File: config.mk
export PLATFORM = sky130hd
export DESIGN_NAME = rr_arbiter8
export DESIGN_NICKNAME = d
export VERILOG_FILES = /design/src/rtl/rr_arbiter8.sv
export SDC_FILE = /design/constraint.sdc
export NUM_CORES = 1
export LEC_CHECK = 0
export BUFFER_PORTS_ARGS = -buffer_cell sky130_fd_sc_hd__buf_4
export CAP_MARGIN = 10
export CORE_ASPECT_RATIO = 1.25
export CORE_UTILIZATION = 40
export CTS_CLUSTER_DIAMETER = 40
export CTS_CLUSTER_SIZE = 20
export DETAILED_ROUTE_END_ITERATION = 6
export MAX_ROUTING_LAYER = met4
export PLACE_DENSITY = 0.62
export SYNTH_ARGS = -nofsm -noshare
export SYNTH_HDL_FRONTEND = slang
export SYNTH_SLANG_ARGS = --single-unit
File: constraint.sdc
create_clock -name clk -period 3.5 [get_ports clk]
set_clock_uncertainty 0.15 [all_clocks]
set_input_delay 0.875 -clock clk [delete_from_list [all_inputs] [get_ports clk]]
set_output_delay 0.875 -clock clk [all_outputs]
set_load 0.01 [all_outputs]
File: src/rtl/rr_arbiter8.sv
// Round-robin arbiter for 2**N requesters with a registered one-hot grant.
// Optional maximum-hold preemption is compiled in when ARB_TIMEOUT_EN is defined.
module rr_arbiter8 #(
  parameter int N        = 3,
  parameter int M        = 2**N,
  parameter int MAX_HOLD = 16
) (
  input  logic         clk,
  input  logic         rst,
  input  logic         en,
  input  logic [M-1:0] req,
  output logic [M-1:0] gnt,
  output logic [N-1:0] gnt_idx,
  output logic         gnt_valid,
  output logic         timeout
);

  typedef enum logic [1:0] {
    IDLE  = 2'd0,
    GRANT = 2'd1,
    TURN  = 2'd2
  } state_t;

  state_t       state;
  logic [N-1:0] ptr;
  logic [N-1:0] pick_idx;
  logic         pick_ok;

  if (MAX_HOLD < 2 || MAX_HOLD > 255) begin : g_hold_range
    $error("rr_arbiter8: MAX_HOLD must lie in 2..255");
  end

`ifdef ARB_TIMEOUT_EN
  localparam logic [7:0] HOLD_LAST = 8'(MAX_HOLD - 1);
  logic [7:0] hold;
`endif

  // Walk offsets from highest to lowest so the lowest offset from p wins.
  function automatic logic [N:0] rr_pick(input logic [M-1:0] r, input logic [N-1:0] p);
    logic [N-1:0] c;
    logic [N:0]   res;
    res = '0;
    for (int i = M - 1; i >= 0; i--) begin
      c = p + N'(i);
      if (r[c]) res = {1'b1, c};
    end
    return res;
  endfunction

  function automatic logic [M-1:0] onehot(input logic [N-1:0] idx);
    logic [M-1:0] v;
    v      = '0;
    v[idx] = 1'b1;
    return v;
  endfunction

  assign {pick_ok, pick_idx} = rr_pick(req, ptr);

  always_ff @(posedge clk) begin
    if (rst) begin
      state     <= IDLE;
      gnt       <= '0;
      gnt_idx   <= '0;
      gnt_valid <= 1'b0;
      timeout   <= 1'b0;
      ptr       <= '0;
`ifdef ARB_TIMEOUT_EN
      hold      <= '0;
`endif
    end else begin
      timeout <= 1'b0;
      case (state)
        IDLE, TURN: begin
          if (!en && pick_ok) begin
            gnt_idx   <= pick_idx;
            gnt       <= onehot(pick_idx);
            gnt_valid <= 1'b1;
            state     <= GRANT;
`ifdef ARB_TIMEOUT_EN
            hold      <= '0;
`endif
          end else begin
            gnt       <= '0;
            gnt_valid <= 1'b0;
            state     <= IDLE;
          end
        end
        GRANT: begin
`ifdef ARB_TIMEOUT_EN
          if (hold != HOLD_LAST) hold <= hold + 8'd1;
`endif
          if (!req[gnt_idx]) begin
            gnt       <= '0;
            gnt_valid <= 1'b0;
            ptr       <= gnt_idx + N'(1);
            state     <= TURN;
          end
`ifdef ARB_TIMEOUT_EN
          else if (hold == HOLD_LAST) begin
            // Owner still requesting but out of time: force a handover.
            gnt       <= '0;
            gnt_valid <= 1'b0;
            ptr       <= gnt_idx + N'(1);
            timeout   <= 1'b1;
            state     <= TURN;
          end
`endif
        end
        default: begin
          gnt       <= '0;
          gnt_valid <= 1'b0;
          state     <= IDLE;
        end
      endcase
    end
  end

endmodule

==> reports/summary.md, run 1 <==
By area, the combinational part of the netlist is dominated by multiplexers. In this run the most critical hold path is launched from gnt[1]. The post-synthesis xor/xnor area fraction came out at 0.0229. Proportion of power drawn by combinational gates: 0.507. In this run the tool buffered the top-level ports with 22 buffer cells. Counting the fill cells in the layout gives 330. The maximum count of clock buffers along a single path was 2. The tools report the sort of element at the start of the critical path as a register.

In this run, distinct cell masters in the synthesized netlist total 48. The internal power of the cells totals 0.439 mW. The total overflow left after global routing is 0.

The count of antenna-violating nets left after detailed routing was 0; the chip width was 57.3 um. The total routed wirelength is 3.87 mm. After routing, the total negative slack on setup checks comes to 0 ns. The post-synthesis register bit count is 16, and the count of placed standard cells in the final layout, fillers left out is 217. Across the whole layout, storage elements account for 320 um^2.

The wire length of the first global-routing pass was 6.36 mm. The simple logic cell fraction of the synthesized area came out at 0.122. For the worst setup path, the data required time is 3.50 ns.

The share of the synthesized area in the top cell type was 0.210. The tools report the final design instance area without fill as 1760 um^2. Entering global routing, the biggest net connects 17 pins. Traced cell by cell, the critical path runs through inv_1 > ha_1 > buf_4 > mux2_2 > mux4_2 > o21bai_1 > a221oi_2 > o211a_1 > a211o_2 > o31ai_1. Post-synthesis compound-gate area fraction: 0.259. The placed cell count came out at 214. The row count was 24; the die span in y was 71.1 um. The path class of the tightest hold or removal check is register to register. The proportion of layout cells with a drive suffix above 1 was 0.315; the total number of nets in the final design was 194. The run gives 16 as the number of sinks handled by clock tree synthesis. The tools report the net count after synthesis as 168.

The tools report the clock root buffer master as clkbuf_8. Among all flip-flop cells after synthesis, the most frequent one is dfxtp_1. The final-report hold violation count is 0. The worst setup path category is register to register. The commonest cells after synthesis are 16 x dfxtp_1, 16 x nor2_1, 11 x a21oi_1, 11 x nand2_1.

Area growth from synthesis to layout: 14.9%. The first detailed-routing pass ran for 4 iterations. The combined area of the multi-input logic cells was 1090 um^2. The mux cell area share after synthesis was 0.282; the endpoint arrival time on the critical path was 3.31 ns. The relative slew slack is 0.648.

The run gives 0 as the number of slew-limit violations in the final report. The family with the most delay on the worst path was compound AO/OA/AOI/OAI gates. TritonCTS built the clock tree.

The core outline area is 3570 um^2, and the die area is 4070 um^2. The final routed wire length divided by cell count works out to 17.8 um. The clock share of power is 0.189. The adder and majority cell fraction of the synthesized area is 0.0246, and the cell leakage power is 0.720 nW. At the pin with the least slew margin, the transition time is 0.513 ns.

The highest clock frequency the design can meet is 0.302 GHz. Critical path launch point: ptr[1]. The number of clock buffers added by TritonCTS is 3. The total placed instance area was 1710 um^2.

The proportion of synthesized chip area in sequential cells came out at 0.210. The post-synthesis area per instance was 9.92 um^2. The logs give 1530 um^2 for the cell area after technology mapping and 0 for the final setup violation count. After detailed routing, the number of remaining DRC violations is 0.

The I/O pin total is 24, and the highest fanout seen on the critical path is 6. For this design the ratio of total power to cell area is 401 nW/um^2. Final HPWL from detailed placement: 2.97 mm.

Switching part of the total: 0.377. The run finished with clean final reports. For the initial antenna violation count, the log shows 0. The starting utilization of the core area was 0.428. IR analysis of the VDD net gives a maximum drop of 0.000358 V.

The logs give 0 for the max-cap check violation count and 0 for the buffers inserted during post-CTS setup optimization. After technology mapping, the gate count stands at 154. The maximum cell stage delay along the critical path is 0.55 ns, and the global placer's final weighted congestion is 0.963. The latest clock arrival within the worst-skew pair came out at 0.24 ns. Counting both buffers and inverters, the worst setup path holds a total of 2.

The share of synthesized registers carrying an async set or reset is 0. Setup repair after global routing left no endpoint under its margin. The worst setup path is captured at a register.

Clock-pin slew was measured on the worst setup and hold paths at 0.06 ns. For the number of levels the H-tree was split into, the log shows 1. The power dissipated by switching net loads was 0.265 mW. The final critical-path share of the clock period was 0.945. The Yosys step of the flow raised 0 warnings.

In the routed layout, each cell is associated on average with a via count of 6.33. The tools report the global-route usage over all layers as 0.203. The launching point of the worst reg2reg path was ptr[1]. The clock period minus worst slack is 3.31 ns, and the part of the power in registers is 0.304. The master of the slowest instance on the critical path is mux4_2.

The number of antenna diodes in the final layout is 0. Of all cell types, the one taking the most synthesized area is dfxtp_1. The detailed router placed 1373 vias in this run. Sorting the synthesized cells by area gives the leading types as dfxtp_1 21%, mux4_2 8.8%, mux4_1 8.6%, mux2i_1 4.6%, nor2_1 3.9%.

Counting flops with a built-in enable in the synthesized netlist gives 0. The number of global-route vias before repair was 1272. The detailed router finished its first iteration with 59 violations.
==> cell usage in the layout, fill, tap and decap left out, types with 2 or more instances in the layout <==
master	n
a211oi_1	5
a21o_1	2
a21oi_1	11
a221oi_1	2
a221oi_2	2
a22oi_1	3
a32o_1	4
buf_4	30
clkbuf_8	3
dfxtp_1	16
ha_1	3
inv_1	7
mux2_2	5
mux2i_1	7
mux4_1	5
mux4_2	6
nand2_1	11
nor2_1	16
nor2b_1	2
nor3_1	3
nor4_1	3
o21ai_1	2
o31ai_1	4
xnor2_1	2
xor2_1	2
==> final timing paths <==
check	to	slack [ns]	depth (start not counted)
max reg2reg	gnt[0]	0.19	10
min reg2reg	gnt[1]	0.32	1
max	gnt[0]	0.19	10
min	gnt[1]	0.32	1
==> layout make-up <==
type	count	area share
clock buffer	3	0.0235
inverter	7	0.0150
multi-input combinational	122	0.623
sequential	16	0.182
tap	39	0.0278
timing repair buffer	30	0.128
==> sequential cells by signal, summed over array words and instances (netlist names) <==
register  cells
gnt           8
ptr           3
gnt_idx       3
state         2
==> cell families (layout without fill, tap and decap cells) <==
kind of cell | after synthesis | after routing
DFF | 16 | 16
AOI/OAI and AO/OA | 48 | 48
muxes | 25 | 25
buffers and inverters | 16 | 40
and+or+nand+nor | 41 | 41
other | 1 | 1
xor gates and xnor gates | 4 | 4
adders and majority gates | 3 | 3
==> through the flow <==
step,total power [mW],hold WS (ns),setup slack (ns),utilization
3_5_place_dp,0.571,0.305,0.180,0.478
3_3_place_gp,0.563,0.291,0.240,0.478
5_1_grt,0.749,0.343,0.000923,0.491
4_1_cts,0.705,0.319,0.201,0.490
2_1_floorplan,0.483,0.328,0.309,-
6_report,0.704,0.316,0.194,0.491
==> power groups by stage <==
| stage | clock, mW | combinational (mW) | sequential, mW |
|---|---|---|---|
| finish | 0.133 | 0.357 | 0.214 |
| global route | 0.146 | 0.387 | 0.216 |
| detailed placement | 0 | 0.353 | 0.218 |
| floorplan | 0 | 0.267 | 0.216 |
| CTS | 0.136 | 0.355 | 0.214 |
| global placement | 0 | 0.346 | 0.218 |
==> worst reg2reg max path, stage by stage (launching register included) <==
cell and delay, ns:
dfxtp_1 0.32, inv_1 0.12, ha_1 0.45, buf_4 0.18, mux2_2 0.33, mux4_2 0.55
o21bai_1 0.20, a221oi_2 0.10, o211a_1 0.21, a211o_2 0.36, o31ai_1 0.26
==> what timing repair did <==
item	in CTS	in global routing
setup endpoints to repair	0	1
hold buffers	0	0
endpoints found under the hold margin	0	0
resized for setup	0	1
==> metal layers <==
metal / global-route usage / share of wire
met5: - / 0
met4: 0.0163 / 0.0049
met3: 0.0274 / 0.035
met2: 0.358 / 0.54
met1: 0.257 / 0.42
Power figures use the tool's default switching activity.
==> run 2, diff against run 1 <==
Clock period 3.5 ns to 4.1 ns, I/O delays scaled along.
==> run 2 against run 1 <==
Count of clock-buffer cells in the layout up 1. Critical path depth down 1. Sequential power down 14%. Utilization down 0.81 points. Worst hold slack worse by 0.0070 ns. Die area unchanged. Largest power group unchanged. Critical path type unchanged. Power down 12%. Combinational power down 18%. Flip-flop and latch count unchanged. Global-route usage up 0.26 points. Wire length down 2.0%. Via count down 2.5%.
==> reports/summary.md, run 2 (same netlist as run 1, synthesis figures left out) <==
The highest fanout seen on the critical path is 8 (was 6), and the maximum number of pins on one net before global-route repair is 19 (was 17). The flow ran to the end, and the final reports show no timing, DRC or antenna violations. The slew at the pin closest to its max-slew limit is 0.760 ns (was 0.513 ns). The final HPWL from detailed placement is 2.91 mm (was 2.97 mm). For the initial antenna violation count, the log shows 0 (unchanged).

The tools report the global placer's final weighted congestion as 0.842 (was 0.963). The most common library cell in the layout ignoring fill and taps was buf_4 (unchanged). The core outline area came out at 3570 um^2 (unchanged). The logs give 1.56 mm (was 1.64 mm) for the wire length on met1 and 3 (unchanged) for the number of CTS-inserted buffers. The register with the most flip-flops is gnt (unchanged).

The count of placed standard cells in the final layout, fillers left out was 213 (was 217); the clock-pin slew of the registers on the worst-case setup and hold paths was 0.06 ns (about the same). For the sum of met2 wire segment lengths after detailed routing, the log shows 2.05 mm (was 2.08 mm). The total routed wirelength was 3.79 mm (was 3.87 mm). The via count is 1339 (was 1373).

The endpoint arrival time on the critical path was 3.28 ns (was 3.31 ns); the total number of nets in the final design was 189 (was 194). Worst setup path category: register to register (unchanged). The final routed wire length divided by cell count is 17.8 um (about the same), and the die area is 4070 um^2 (unchanged). The latest clock arrival within the worst-skew pair is 0.25 ns (was 0.24 ns), and the final setup violation count is 0 (unchanged). The I/O pin total is 24 (unchanged), and the max-cap check violation count is 0 (unchanged). The run gives 0.490 (was 0.648) as the relative slew slack. The sort of element at the start of the critical path was a register (unchanged).

The number of slew-limit violations in the final report came out at 0 (unchanged). Top library cells by usage in the layout, fill and taps aside: 25 x buf_4, 16 x nor2_1, 16 x dfxtp_1, 11 x a21oi_1, 11 x nand2_1 (was 30 x buf_4, 16 x nor2_1, 16 x dfxtp_1, 11 x a21oi_1, 11 x nand2_1). The post-route DRC violation count came out at 0 (unchanged).

TritonCTS built the clock tree. The logs give 0 (unchanged) for the final antenna diode count and 0 (unchanged) for the buffers inserted during post-CTS setup optimization. The highest clock frequency the design can meet is 0.306 GHz (was 0.302 GHz).

The pre-CTS setup slack was 0.655 ns (was 0.180 ns). The tools report the DRC marker count from the first detailed-route iteration as 31 (was 59). The area growth from synthesis to layout is 13.0% (was 14.9%), and the number of sinks handled by clock tree synthesis is 16 (unchanged).

The tools report the clock root buffer master as clkbuf_8 (unchanged). The highest ir drop seen on vdd is 0.000253 V (was 0.000358 V). Setup repair after global routing left no endpoint under its margin. Global-route usage over all layers: 0.206 (was 0.203).

The final worst slack came out at 0.834 ns (was 0.194 ns). The tools report the endpoint type of the worst setup path as a register (unchanged). The cell leakage power was 0.701 nW (was 0.720 nW); the number of I/O port buffers was 22 (unchanged). The depth of the worst hold-timing path is 2 (was 1). The run gives 0.428 (unchanged) as the starting utilization of the core area. For the total length of routed met3 wires, the log shows 128 um (was 134 um). The number of cell instances on the worst register-to-register path is 9 (was 10). The worst min-delay path class was register to register (unchanged). The row count was 24 (unchanged); the number of levels the H-tree was split into was 1 (unchanged). The final core utilization was 0.483 (was 0.491).

The run gives 0 (unchanged) as the count of antenna-violating nets left after detailed routing. The number of global-route vias before repair is 1301 (was 1272). Highest metal layer with signal wires: met4 (unchanged). The leftover overflow at the end of global routing was 0 (unchanged). The final critical-path share of the clock period is 0.797 (was 0.945), and the power per unit of standard cell area is 358 nW/um^2 (was 401 nW/um^2). The wire length of the first global-routing pass is 6.41 mm (was 6.36 mm).

The number of filler instances in the final layout was 340 (was 330); the flip-flop count of the largest register, all copies and words added was 8 (unchanged). The proportion of layout cells with a drive suffix above 1 is 0.293 (was 0.315). The chip width came out at 57.3 um (unchanged).

Die span in y: 71.1 um (unchanged). The placed cell count was 209 (was 214). The total iterations of the first detailed-routing run was 4 (unchanged); the required arrival time at the worst endpoint was 4.11 ns (was 3.50 ns). The clock period minus worst slack was 3.27 ns (was 3.31 ns).

The tools report the final-report hold violation count as 0 (unchanged). The tools report the setup TNS as 0 ns (unchanged). The maximum count of clock buffers along a single path came out at 2 (unchanged).

Largest registers: gnt: 8 flops, gnt_idx: 3 flops, ptr: 3 flops (unchanged). The post-cts repair resize count is 0 (unchanged). The cts-stage hold buffer count is 0 (unchanged). The number of vias per cell came out at 6.29 (was 6.33).
## run 2: changes by cell type in the layout (fill, tap and decap cells not counted), sizes merged
| cell | change |
|---|---|
| buf | -5 |
| clkbuf | +1 |
## run 2: worst paths after layout
| path | from | to | slack (ns) |
|---|---|---|---|
| setup / recovery | ptr[1] | gnt[2] | 0.83 |
| hold reg to reg | gnt[2] | gnt[2] | 0.31 |
| setup reg to reg | ptr[1] | gnt[2] | 0.83 |
| hold / removal | gnt[2] | gnt[2] | 0.31 |
## run 2: worst max-delay path, cell delays in order (launching register included)
cell	delay [ns]
dfxtp_1	0.33
inv_1	0.10
ha_1	0.41
buf_4	0.21
mux2_2	0.34
mux4_2	0.53
nor4_1	0.43
o2111ai_1	0.24
a21o_1	0.24
o31ai_1	0.20
## run 2: layout make-up
cell class              count  area [um^2]  share of cell area
inverters                   7         26.3              0.0152
clock buffers               4         55.1              0.0319
flip-flops and latches     16          320               0.186
multi-input cells         122         1090               0.630
well taps                  39         48.8              0.0283
repair buffers             25          188               0.109
## run 2: report_power, final
group          switching (mW)  internal (mW)
Combinational           0.159          0.135
Clock                  0.0547         0.0851
Sequential             0.0166          0.168
Total                   0.230          0.388
## run 2: metrics by stage
step | hold slack, ns | total power [mW] | cell area, um^2
finish | 0.309 | 0.618 | 1730
global route | 0.335 | 0.657 | 1730
CTS | 0.307 | 0.620 | 1730
detailed placement | 0.292 | 0.479 | 1670
global placement | 0.292 | 0.470 | 1670
floorplan | 0.328 | 0.412 | 1530
## run 2: metal layers
metal,up-vias,global-route usage
li1,652,-
met1,649,0.255
met4,0,0.0488
met2,32,0.353
met3,6,0.0293
met5,-,-
==> run 3, diff against run 2 <==
Settings changed: ABC_AREA from default to 1, PLACE_DENSITY 0.62 to 0.64.
Clock period 4.1 ns to 2.7 ns, I/O delays scaled along.
==> run 3 against run 2 <==
Flip-flop and latch count unchanged. Synthesized cell count grew 44%. Non-clock buffer count unchanged. Via count rose by 9.0%. Combinational power grew to 2.5 times the previous value. Wire length shrank 4.5%. Register-to-register slack lost 0.52 ns. Power grew 100%. Critical path depth increased by 3.
==> reports/summary.md, run 3 <==
The run finished with clean final reports. The number of filler instances in the final layout is 407 (was 340). Endpoint type of the worst setup path: a register (unchanged). The register-to-register setup slack came out at 0.31 ns (was 0.83 ns). The total routed wirelength was 3.62 mm (was 3.79 mm).

The count of antenna-violating nets left after detailed routing was 0 (unchanged); the total iterations of the first detailed-routing run was 4 (unchanged). The tools report the endpoint arrival time on the critical path as 2.42 ns (was 3.28 ns). The run gives 0 (unchanged) as the final setup violation count. The number of enable-type register cells in the synthesized netlist was 0 (unchanged); the starting utilization of the core area was 0.416 (was 0.428). TritonCTS built the clock tree. The die area is 4190 um^2 (was 4070 um^2). The global-route usage over all layers came out at 0.199 (was 0.206).

Setup repair after global routing left no endpoint under its margin. The max-cap check violation count was 0 (unchanged). The run gives 0 (unchanged) as the buffers inserted during post-CTS setup optimization. The logs give 3.03 mm (was 2.91 mm) for the final HPWL from detailed placement and 1 (unchanged) for the number of levels the H-tree was split into. The maximum count of clock buffers along a single path was 2 (unchanged); the number of global-route vias before repair was 1422 (was 1301). The register with the most flip-flops is gnt (unchanged). Cell types with the highest counts after synthesis: 51 x nand2_1, 22 x nand3_2, 19 x a21oi_1, 19 x inv_1, 18 x nand3_1 (was 16 x dfxtp_1, 16 x nor2_1, 11 x a21oi_1, 11 x nand2_1).

Worst setup path category: register to register (unchanged). The clock root buffer master was clkbuf_8 (unchanged). Main area contributors after synthesis: dfxtp_1 20%, nand3_2 14%, nand2_1 12%, nand2_4 7.1%, a21oi_1 6.0% (was dfxtp_1 21%, mux4_2 8.8%, mux4_1 8.6%, mux2i_1 4.6%, nor2_1 3.9%). The most common library cell in the layout ignoring fill and taps is nand2_1 (was buf_4). The proportion of synthesized chip area in sequential cells was 0.203 (was 0.210).

Family with the most delay on the worst path: simple AND/OR/NAND/NOR gates (was multiplexers). The share of the synthesized area in the top cell type works out to 0.203 (was 0.210). For the placed cell count, the log shows 293 (was 209). The highest fanout seen on the critical path is 9 (was 8), and the leftover overflow at the end of global routing is 0 (unchanged). The logs give 0.595 (was 0.475) for the proportion of power drawn by combinational gates and 1810 um^2 (was 1730 um^2) for the final design instance area without fill. The share of synthesized registers carrying an async set or reset is 0 (unchanged), and the number of slew-limit violations in the final report is 0 (unchanged). Final critical-path share of the clock period: 0.885 (was 0.797). The number of library cell types mapped by synthesis came out at 34 (was 48).

The sort of element at the start of the critical path was a register (unchanged). The run gives 0.477 (was 0.483) as the final core utilization. The core outline area is 3780 um^2 (was 3570 um^2). The via count is 1459 (was 1339). Number of sinks handled by clock tree synthesis: 16 (unchanged). Largest registers: gnt: 8 flops, gnt_idx: 3 flops, ptr: 3 flops (unchanged). For the wire length of the first global-routing pass, the log shows 6.29 mm (was 6.41 mm). The tools report the count of placed standard cells in the final layout, fillers left out as 297 (was 213). The final antenna diode count was 0 (unchanged); the number of vias per cell was 4.91 (was 6.29). The final routed wire length divided by cell count is 12.2 um (was 17.8 um), and the number of I/O port buffers is 22 (unchanged).

The number of instances in the synthesized netlist came out at 221 (was 154). The die span in y was 72.2 um (was 71.1 um); the worst hold slack after final layout was 0.316 ns (was 0.309 ns). The count of buffer and inverter cells on the critical path was 1 (was 2); the cts-stage hold buffer count was 0 (unchanged).

Clock-pin slew of the registers on the worst-case setup and hold paths: 0.06 ns (about the same). The synthesis warning total was 0 (unchanged). The clock share of power came out at 0.170 (was 0.227). The critical register-to-register path endpoint was gnt[2] (unchanged). The worst-case hold path end point is gnt[2] (unchanged).

The combined area of the multi-input logic cells is 1060 um^2 (was 1090 um^2), and the post-synthesis area per instance is 7.13 um^2 (was 9.92 um^2). The row count is 25 (was 24), and the part of the power in registers is 0.235 (was 0.299). The post-synthesis register bit count came out at 16 (unchanged). Critical Path, Cell by Cell: inv_6 > ha_2 > nand3_1 > nand3_2 > nand2_4 > nor2_2 > nand2_1 > nand2_1 > nand3_2 > a21oi_2 > nand4_1 > a21oi_1 (was inv_1 > ha_1 > buf_4 > mux2_2 > mux4_2 > nor4_1 > o2111ai_1 > a21o_1 > o31ai_1). The clock period minus worst slack is 2.39 ns (was 3.27 ns). Launching point of the worst reg2reg path: ptr[1] (unchanged). Top library cells by usage in the layout, fill and taps aside: 51 x nand2_1, 25 x buf_4, 22 x nand3_2, 19 x inv_1, 19 x a21oi_1 (was 25 x buf_4, 16 x nor2_1, 16 x dfxtp_1, 11 x a21oi_1, 11 x nand2_1). The chip width works out to 58.1 um (was 57.3 um).

The logs give 258 (was 189) for the total number of nets in the final design and 0.592 mW (was 0.230 mW) for the power dissipated by switching net loads. The power per unit of standard cell area was 690 nW/um^2 (was 358 nW/um^2); the latest clock arrival within the worst-skew pair was 0.25 ns (about the same). Most common flop cell mapped by yosys: dfxtp_1 (unchanged). The worst min-delay path class was register to register (unchanged). For the pre-CTS setup slack, the log shows 0.201 ns (was 0.655 ns). Master of the slowest instance on the critical path: ha_2 (was mux4_2). In the post-synthesis netlist, the cell with the most instances is nand2_1. The cell area after technology mapping is 1580 um^2 (was 1530 um^2), and the post-route DRC violation count is 0 (unchanged).

Highest ir drop seen on vdd: 0.000464 V (was 0.000253 V). The tools report the maximum number of pins on one net before global-route repair as 12 (was 19). Final-report hold violation count: 0 (unchanged). The logs give 0.654 mW (was 0.388 mW) for the internal power and 235 (was 168) for the net count after synthesis. The proportion of layout cells with a drive suffix above 1 came out at 0.346 (was 0.293). The logs give 2.74 ns (was 4.11 ns) for the required arrival time at the worst endpoint and 0.311 ns (was 0.834 ns) for the final worst slack. The depth of the worst hold-timing path was 2 (unchanged); the switching part of the total was 0.475 (was 0.372). The tools report the initial antenna violation count as 0 (unchanged). For the highest clock frequency the design can meet, the log shows 0.419 GHz (was 0.306 GHz). The most area-hungry cell type in the Yosys netlist is dfxtp_1 (unchanged). The maximum cell stage delay along the critical path works out to 0.48 ns (was 0.53 ns). The tools report the critical path launch point as ptr[1] (unchanged). The I/O pin total came out at 24 (unchanged). The setup TNS is 0 ns (unchanged), and the area growth from synthesis to layout is 14.7% (was 13.0%).

The DRC marker count from the first detailed-route iteration was 28 (was 31). The number of cell instances on the worst register-to-register path came out at 12 (was 9). The sum of internal, switching and leakage power is 1.25 mW (was 0.618 mW).

The tools report the global placer's final weighted congestion as 0.900 (was 0.842). The total placed instance area was 1750 um^2 (was 1670 um^2); the number of CTS-inserted buffers was 3 (unchanged). The total area of sequential cells is 320 um^2 (unchanged). The cell leakage power was 0.858 nW (was 0.701 nW).

The tools report the hold path startpoint as gnt[2] (unchanged). The flip-flop count of the largest register, all copies and words added works out to 8 (unchanged).
-- run 3: cell count changes in the layout (fill, tap and decap cells not counted), moves of 8 or more --
cell / before / now
nand2_1: 11 / 51
a21oi_1: 11 / 19
nand2_2: 0 / 9
nand3_1: 1 / 18
inv_1: 7 / 19
nand3_2: 0 / 22
nand2_4: 0 / 10
-- run 3: routing by layer --
metal  vias up  share of wire  global-route usage
li1        767              -                   -
met4         0          0.022              0.0794
met3         9          0.023              0.0196
met1       656           0.43               0.219
met5         -              0                   -
met2        27           0.52               0.361
-- run 3: worst register-to-register path, cell delays in order, from the launching register on --
cell     delay [ns]
dfxtp_1        0.40
inv_6          0.08
ha_2           0.48
nand3_1        0.18
nand3_2        0.14
nand2_4        0.08
nor2_2         0.12
nand2_1        0.06
nand2_1        0.06
nand3_2        0.10
a21oi_2        0.22
nand4_1        0.13
a21oi_1        0.14
-- run 3: layout make-up --
class,instances,area share
Clock buffer,4,0.0305
Inverter,25,0.0630
Multi-Input combinational cell,173,0.588
Sequential cell,16,0.177
Tap cell,54,0.0374
Timing Repair Buffer,25,0.104
-- run 3: power groups by stage --
stage	clock, mW	sequential (mW)	combinational (mW)
final	0.212	0.292	0.742
after global routing	0.224	0.297	0.833
after global placement	0	0.297	0.736
after CTS	0.214	0.292	0.742
after floorplan	0	0.295	0.607
after detailed placement	0	0.297	0.739
-- run 3: how the worst max path moves through the flow --
stage,end,cells after the start,slack [ns]
floorplan,gnt[7],16,0.28
global placement,gnt[2],12,0.21
detailed placement,gnt_idx[1],11,0.20
CTS,gnt_idx[1],11,0.19
global route,gnt[6],14,0.1
finish,gnt[2],12,0.31
-- run 3: kinds of logic after synthesis --
kind of cell / synth area share
compound gates: 0.138
buf+inv: 0.124
xor+xnor: 0.0111
flops: 0.203
other cells: 0.00238
fa+ha+maj: 0.0238
simple gates: 0.497
-- run 3: what timing repair did --
| action | CTS | global route |
|---|---|---|
| endpoints found under the hold margin | 0 | 0 |
| endpoints found under the setup margin | 0 | 1 |
| gates resized for setup | 0 | 1 |
